<file path="src/rtl/ts_input_sampler.sv">
// MPEG2-TS parallel input front end: oversamples the external byte interface on clk2,
// recovers byte strobes, measures the byte-clock period and frames 188-byte packets.
module ts_input_sampler #(
  parameter int         PKT_LEN   = 188,
  parameter logic [7:0] SYNC_BYTE = 8'h47,
  parameter int         LOCK_CNT  = 3,
  parameter int         LOSS_CNT  = 2,
  parameter int         TIMEOUT   = 64,
  parameter int         PERIOD_W  = 8
) (
  input  logic                clk2,
  input  logic                rst,
  input  logic                ts_clk_in,
  input  logic                ts_valid_in,
  input  logic                ts_sync_in,
  input  logic [7:0]          ts_data_in,
  output logic [7:0]          byte_out,
  output logic                byte_valid,
  output logic                pkt_start,
  output logic                pkt_end,
  output logic                locked,
  output logic [PERIOD_W-1:0] clk_period,
  output logic                clk_timeout
);

  localparam int IDX_W  = $clog2(PKT_LEN);
  localparam int GOOD_W = $clog2(LOCK_CNT + 1);
  localparam int BAD_W  = $clog2(LOSS_CNT + 1);

  localparam logic [IDX_W-1:0]    LAST_IDX    = IDX_W'(PKT_LEN - 1);
  localparam logic [GOOD_W-1:0]   LOCK_GOAL   = GOOD_W'(LOCK_CNT);
  localparam logic [BAD_W-1:0]    LOSS_GOAL   = BAD_W'(LOSS_CNT);
  localparam logic [PERIOD_W-1:0] TIMEOUT_VAL = PERIOD_W'(TIMEOUT);

  typedef enum logic [1:0] {
    ST_HUNT,
    ST_VERIFY,
    ST_LOCKED
  } state_t;

  logic       s1_clk, s2_clk, s3_clk;
  logic       s1_valid, s2_valid;
  logic       s1_sync, s2_sync;
  logic [7:0] s1_data, s2_data;

  state_t              state_reg, state_next;
  logic [IDX_W-1:0]    byte_idx_reg, byte_idx_next;
  logic [GOOD_W-1:0]   good_cnt_reg, good_cnt_next;
  logic [BAD_W-1:0]    bad_cnt_reg, bad_cnt_next;
  logic [PERIOD_W-1:0] period_cnt_reg;

  logic             clk_edge;
  logic             accept;
  logic             at_check;
  logic             sync_byte;
  logic             timeout_hit;
  logic [IDX_W-1:0] idx_inc;

  // Two-flop synchroniser on every input; only the clock needs the third stage for edge detect.
  always_ff @(posedge clk2) begin
    if (rst) begin
      s1_clk   <= 1'b0;
      s2_clk   <= 1'b0;
      s3_clk   <= 1'b0;
      s1_valid <= 1'b0;
      s2_valid <= 1'b0;
      s1_sync  <= 1'b0;
      s2_sync  <= 1'b0;
      s1_data  <= '0;
      s2_data  <= '0;
    end else begin
      s1_clk   <= ts_clk_in;
      s2_clk   <= s1_clk;
      s3_clk   <= s2_clk;
      s1_valid <= ts_valid_in;
      s2_valid <= s1_valid;
      s1_sync  <= ts_sync_in;
      s2_sync  <= s1_sync;
      s1_data  <= ts_data_in;
      s2_data  <= s1_data;
    end
  end

  assign clk_edge    = s2_clk & ~s3_clk;
  assign accept      = clk_edge & s2_valid;
  assign at_check    = (byte_idx_reg == '0);
  assign sync_byte   = s2_sync && (s2_data == SYNC_BYTE);
  assign timeout_hit = !clk_edge && (period_cnt_reg == TIMEOUT_VAL);
  assign idx_inc     = (byte_idx_reg == LAST_IDX) ? '0 : byte_idx_reg + 1'b1;

  // byte_idx is held at 0 throughout HUNT, so the lock-completing byte always sees idx 0.
  always_comb begin
    state_next    = state_reg;
    byte_idx_next = byte_idx_reg;
    good_cnt_next = good_cnt_reg;
    bad_cnt_next  = bad_cnt_reg;
    if (timeout_hit) begin
      state_next    = ST_HUNT;
      byte_idx_next = '0;
      good_cnt_next = '0;
      bad_cnt_next  = '0;
    end else if (accept) begin
      case (state_reg)
        ST_HUNT: begin
          if (sync_byte) begin
            byte_idx_next = IDX_W'(1);
            good_cnt_next = GOOD_W'(1);
            bad_cnt_next  = '0;
            state_next    = (LOCK_CNT == 1) ? ST_LOCKED : ST_VERIFY;
          end
        end
        ST_VERIFY: begin
          if (at_check && sync_byte) begin
            byte_idx_next = idx_inc;
            good_cnt_next = good_cnt_reg + 1'b1;
            if (good_cnt_reg + 1'b1 == LOCK_GOAL) begin
              state_next   = ST_LOCKED;
              bad_cnt_next = '0;
            end
          end else if (!at_check && sync_byte) begin
            // A well-formed sync at the wrong place becomes the new framing candidate.
            byte_idx_next = IDX_W'(1);
            good_cnt_next = GOOD_W'(1);
          end else if (at_check || s2_sync) begin
            state_next    = ST_HUNT;
            byte_idx_next = '0;
            good_cnt_next = '0;
          end else begin
            byte_idx_next = idx_inc;
          end
        end
        ST_LOCKED: begin
          byte_idx_next = idx_inc;
          if (at_check && sync_byte) begin
            bad_cnt_next = '0;
          end else if (at_check || s2_sync) begin
            if (bad_cnt_reg + 1'b1 == LOSS_GOAL) begin
              state_next    = ST_HUNT;
              byte_idx_next = '0;
              good_cnt_next = '0;
              bad_cnt_next  = '0;
            end else begin
              bad_cnt_next = bad_cnt_reg + 1'b1;
            end
          end
        end
        default: begin
          state_next    = ST_HUNT;
          byte_idx_next = '0;
          good_cnt_next = '0;
          bad_cnt_next  = '0;
        end
      endcase
    end
  end

  always_ff @(posedge clk2) begin
    if (rst) begin
      state_reg    <= ST_HUNT;
      byte_idx_reg <= '0;
      good_cnt_reg <= '0;
      bad_cnt_reg  <= '0;
    end else begin
      state_reg    <= state_next;
      byte_idx_reg <= byte_idx_next;
      good_cnt_reg <= good_cnt_next;
      bad_cnt_reg  <= bad_cnt_next;
    end
  end

  // Packet flags follow the post-update state so lock entry flags its byte and lock loss does not.
  always_ff @(posedge clk2) begin
    if (rst) begin
      byte_out   <= '0;
      byte_valid <= 1'b0;
      pkt_start  <= 1'b0;
      pkt_end    <= 1'b0;
    end else begin
      byte_valid <= accept;
      pkt_start  <= accept && (state_next == ST_LOCKED) && at_check;
      pkt_end    <= accept && (state_next == ST_LOCKED) && (byte_idx_reg == LAST_IDX);
      if (accept) begin
        byte_out <= s2_data;
      end
    end
  end

  always_ff @(posedge clk2) begin
    if (rst) begin
      period_cnt_reg <= '0;
      clk_period     <= '0;
      clk_timeout    <= 1'b0;
    end else if (clk_edge) begin
      clk_period     <= period_cnt_reg;
      period_cnt_reg <= PERIOD_W'(1);
      clk_timeout    <= 1'b0;
    end else begin
      if (period_cnt_reg != '1) begin
        period_cnt_reg <= period_cnt_reg + 1'b1;
      end
      if (timeout_hit) begin
        clk_timeout <= 1'b1;
      end
    end
  end

  assign locked = (state_reg == ST_LOCKED);

endmodule
</file>
<file path="config.mk">
export PLATFORM = sky130hd
export DESIGN_NAME = ts_input_sampler
export DESIGN_NICKNAME = d
export VERILOG_FILES = /design/src/rtl/ts_input_sampler.sv
export SDC_FILE = /design/constraint.sdc
export NUM_CORES = 1
export LEC_CHECK = 0
export CELL_PAD_IN_SITES_DETAIL_PLACEMENT = 1
export CELL_PAD_IN_SITES_GLOBAL_PLACEMENT = 2
export CORE_MARGIN = 10
export CORE_UTILIZATION = 30
export DETAILED_ROUTE_END_ITERATION = 12
export GPL_TIMING_DRIVEN = 0
export PLACE_DENSITY = 0.73
export SYNTH_ARGS = -nofsm -noshare
export SYNTH_HDL_FRONTEND = slang
export SYNTH_SLANG_ARGS = --single-unit
</file>
<file path="constraint.sdc">
create_clock -name clk2 -period 1.9 [get_ports clk2]
set_clock_uncertainty 0.1 [all_clocks]
set_input_delay 0.38 -clock clk2 [delete_from_list [all_inputs] [get_ports clk2]]
set_output_delay 0.38 -clock clk2 [all_outputs]
set_load 0.1 [all_outputs]
</file>
# --- Word level (Yosys, flattened, before mapping) ---
# Cells that the tools add are included.
word_totals:
  ff_bits: 65
  input_bits: 13
  out_inout_bits: 21
  elab_cells: 100
op_classes:
  n_addsub: 4
  n_eq_ne: 17
  mux: 37
  bitwise: 3
  reduce_logical: 18
ops:
  columns: ["cell", "count"]
  rows:
  - ["$mux W8", 8]
  - ["$mux W2", 23]
  - ["$pmux W8 S3", 1]
  - ["$pmux W2 S3", 3]
  - ["$add A8 B1 Y8 const B", 2]
  - ["$eq A8 B7 Y1 const B", 2]
  - ["$eq A2 B2 Y1 const B", 4]
  - ["$eq A8 B8 Y1 const B", 1]
  - ["$logic_not A8 Y1", 1]
  - ["$ne A2 B2 Y1 const B", 4]
  - ["$ne A8 B8 Y1 const B", 1]
  - ["$logic_and A1 B1 Y1", 7]
  - ["$reduce_and A6 Y1", 1]
  - ["$reduce_and A5 Y1", 1]
  - ["$add A2 B1 Y2 const B", 2]
  - ["$ne A2 B1 Y1 const B", 2]
  - ["$ne A4 B4 Y1 const B", 1]
  - ["$reduce_or A2 Y1", 2]
  - ["$ne A3 B1 Y1 const B", 1]
  - ["$and A1 B1 Y1", 2]
  - ["$eq A2 B1 Y1 const B", 1]
  - ["$logic_not A1 Y1", 2]
  - ["$logic_not A2 Y1", 1]
  - ["$mux W1", 2]
  - ["other kinds (4)", 4]

# --- Logic depth before layout (Yosys ltp) ---
logic_depth:
  ltp_word: 11
  depth_mapped: 8

# --- Least setup slack after synthesis ---
# OpenSTA, ideal clock, no wires.
synth_timing:
  path_kind: "reg2reg"
  start: "reg state_reg[0]"
  end: "reg good_cnt_reg[0]"
  setup_time_ns: 0.120
  arrival_time_ns: 1.784
  required_time_ns: 1.680
  path_slack_ns: -0.104
  path_stages_with_launch: 7
  path_buffers: 0
  path_cell_list: "dfxtp_1 nand2b_1 inv_1 o221ai_2 nor3b_4 mux2i_1 nor2_1"
synth_via:
  elab_chain_len: 3
synth_rtl:
  columns: ["item", "line", "source"]
  rows:
  - ["start, declared", "46", "state_t state_reg, state_next;"]
  - ["start signal, assigned", "164", "state_reg <= state_next;"]
  - ["$eq A2 B2 Y1 *", null, null]
  - ["net locked", "21", "output logic locked,"]
  - ["$ne A2 B1 Y1 (no line) / $ne A2 B2 Y1 (equally long branches)", null, null]
  - ["$reduce_and A6 Y1 (no line)", null, null]
  - ["end signal, assigned", "166", "good_cnt_reg <= good_cnt_next;"]
  - ["end, declared", "48", "logic [GOOD_W-1:0] good_cnt_reg, good_cnt_next;"]
# Mark *: on every way through the listed nets, which the timed path passes. The rest lies on a longest branch.
# A chain may end at the register's enable or synchronous reset.

# --- Worst setup path in the final report ---
layout_timing:
  start: "reg byte_idx_reg[0]"
  end: "reg bad_cnt_reg[1]"
layout_via:
  elab_chain_len: 4
layout_rtl:
  columns: ["item", "line", "source"]
  rows:
  - ["start, declared", "47", "logic [IDX_W-1:0] byte_idx_reg, byte_idx_next;"]
  - ["start signal, assigned", "165", "byte_idx_reg <= byte_idx_next;"]
  - ["$logic_not A8 Y1 *", "86", "assign at_check = (byte_idx_reg == '0);"]
  - ["$logic_and A1 B1 Y1 / $logic_or A1 B1 Y1 (equally long branches)", "113, 134, 136", null]
  - ["$ne A3 B1 Y1 (no line), or another cell as far along", null, null]
  - ["$reduce_and A5 Y1 (no line) / $pmux W2 S3 (equally long branches)", null, null]
  - ["end signal, assigned", "167", "bad_cnt_reg <= bad_cnt_next;"]
  - ["end, declared", "49", "logic [BAD_W-1:0] bad_cnt_reg, bad_cnt_next;"]
# Every way passes the cells marked *; elsewhere a longest branch is shown, timed or not.

==> metrics.txt <==
outcome complete, but fails checks; failing checks negative setup slack; Final Cycle Share 102%; reg-to-reg setup timing slack -0.04 ns; diode count 0; Synth Area in Compound Gates 12.6%; yosys warns 0; setup TNS -0.290 ns; Worst EP arrival 2.08 ns; I/O Pins 34; Final Hold Vio Count 0; most frequent cells in the layout dfxtp_1, nand2_1, nor2_1; endpoints failing setup 10; Fmax achieved 0.515 GHz; final wirelength 6.58 mm; clock slew at reported path FFs 0.08 ns; CP Capture Type flop; worst-path maximum fanout 4; Wirelength per Cell 14.3 um; Fill cells 993; WP data required 2.04 ns; Worst Hold Depth 1; non-filler instance count after layout 460; clk buf depth 2; RSZ-0062 raised after global routing yes; Power Dens Cells 791 mW/mm^2; Sink Count 65; CTS H-tree depth 3; hold path endpoint s2_data[3]$_SDFF_PP0_; global placer's final weighted congestion 0.784; P&R area growth vs syn 34.0%; first-pass GRT wire length 11.5 mm; fin crit period 1.94 ns; synthesized area 0.00262 sq mm; Power Total 2.77 mW; net count of the mapped netlist 308; Avg Vias per Cell 4.66; post-synthesis instance total 290; drt first-iter violations 71; CTS tree built; mean area per synthesized cell 9.02 sq um; share of layout cells above drive strength 1 22.7%; critical path class flop to flop; asr flop ratio synth 0%; Max Cap Viol 0; HP Class flop to flop; row count 34; final worst setup slack -0.0434 ns; Main synth FF type dfxtp_1; synthesis-stage register bit count 65; adder-cell area share of the yosys netlist 2.39%; cts bufs inserted 9; post-synthesis simple-gate area fraction 28.8%; hold slack 0.342 ns; worst-skew pair later-pin latency 0.34 ns; Sequential Area 0.00131 sq mm; slowest stage cell on the critical path a221o_1; placed insts 430; CP bufs+invs 2; post-DP HPWL 4.71 mm; post-synthesis mux area share 1.53%; initial antenna violation count 0; Final Core Density 40.8%; Tightest Pin Transition 0.558 ns; clock tree root driver cell clkbuf_8; final net count 365; Port Buf Inserts 32; antenna-violating nets left 0; die height 113 um; crit path cell chain inv_2, ha_4, nor4b_4, buf_4, a21oi_1, a221o_1, o211a_1; DRT Pass-1 Iters 4; R2R depth 7; critical path's largest stage delay 0.42 ns; core footprint 0.00859 sq mm; die area 0.0129 sq mm; Max VDD drop 0.356 mV; grt ovf 0; r2r endpoint bad_cnt_reg[1]$_SDFFE_PP0P_; most common cell after layout, fill and taps aside dfxtp_1; pin count of the biggest net entering global routing 15; Post-Synth XOR/XNOR Area 2.34%; Worst R2R Start byte_idx_reg[0]$_SDFFE_PP0P_; Rel. slew slack 63.0%; Seq/Total Area, Yosys 49.8%; hold_sp s1_data[3]$_SDFF_PP0_; Post-synth EDFFs 0; cell family with most CP delay compound AO/OA/AOI/OAI gates; Startpoint Class flop; number of global-route vias before repair 2,310; hold_buf cts 0; GRT Resource Usage Total 10.9%; largest family of logic cells by synthesized area simple AND/OR/NAND/NOR gates; Die Wd 113 um; via count 2,144; drt drc 0; area occupied by multi-input gates 0.00132 sq mm; Initial Util 30.4%; leak pwr 1.31 nW; synth unique cells 43; Slew Limit Fails 0
==> per-layer routing <==
layer / GRT usage (%) / up-vias / wire length [um]
met4: 4.91 / 0 / 73
met5: 0 / - / 0
met1: 13.5 / 1002 / 3160
met2: 17.4 / 27 / 3120
met3: 2.96 / 6 / 223
li1: - / 1109 / -
==> metrics by stage <==
stage	worst slack [ns]	instance area (sq um)
global route	-0.163	3500
detailed placement	-0.388	3080
CTS	-0.0258	3490
global placement	-0.377	3080
finish	-0.0434	3500
floorplan	0.0539	2630
==> kinds of logic after synthesis <==
family / after synthesis
AOI/OAI and AO/OA: 52
xor gates and xnor gates: 7
adders and majority gates: 5
buffers and inverters: 17
DFF: 65
muxes: 4
and+or+nand+nor: 140
==> layout make-up <==
class / count / area share [%]
Buffer: 10 / 1.36
Clock buffer: 9 / 3.53
Clock inverter: 7 / 2.32
Inverter: 7 / 0.857
Multi-Input combinational cell: 208 / 37.6
Sequential cell: 65 / 37.3
Tap cell: 108 / 3.86
Timing Repair Buffer: 46 / 13.1
==> synth_stat cells (2+ instances only) <==
library cell  number  area share [%]
ha_1               5             2.4
a31oi_1            5             1.2
buf_2              2            0.38
nand4_1            5             1.2
a211oi_1           3            0.86
nor3_1             2            0.38
dfxtp_1           65              50
nand2_1           39             5.6
nor2b_1           27             6.5
and2_1             3            0.72
nand2b_1           5             1.2
o21ai_0            8             1.5
nand3_1            8             1.5
mux2i_1            4             1.5
and3_1             4            0.96
o211a_1            3             1.1
nor2_1            33             4.7
clkbuf_1           8             1.1
a21o_1             2            0.57
a21oi_2            2            0.67
xor2_1             3             1.0
inv_1              7             1.0
a21oi_1           24             4.6
xnor2_1            4             1.3
==> timing repair <==
| item | 4_1_cts | 5_1_grt |
|---|---|---|
| gates resized for setup | 85 | 3 |
| pin swaps | 19 | 9 |
| buffers inserted | 13 | 1 |
| endpoints found under the setup margin | 34 | 14 |
| gates cloned | 0 | 0 |
==> report_power, final <==
group	leakage (nW)	switching [mW]	internal (mW)
Combinational	0.675	0.0667	0.0520
Sequential	0.532	0.0189	1.39
Clock	0.102	0.613	0.629
==> worst max-delay path by stage <==
stage                            startpoint                            to  slack [ns]  depth (start not counted)
6_report       byte_idx_reg[0]$_SDFFE_PP0P_   bad_cnt_reg[1]$_SDFFE_PP0P_       -0.04                          7
5_1_grt        byte_idx_reg[0]$_SDFFE_PP0P_  good_cnt_reg[1]$_SDFFE_PP0P_       -0.16                          8
4_1_cts        byte_idx_reg[0]$_SDFFE_PP0P_   bad_cnt_reg[0]$_SDFFE_PP0P_       -0.03                          8
3_5_place_dp        state_reg[1]$_SDFF_PP0_                        locked       -0.39                          3
3_3_place_gp        state_reg[1]$_SDFF_PP0_                        locked       -0.38                          3
2_1_floorplan       state_reg[0]$_SDFF_PP0_  good_cnt_reg[0]$_SDFFE_PP0P_        0.05                          6
(Power assumes the default switching activity.)
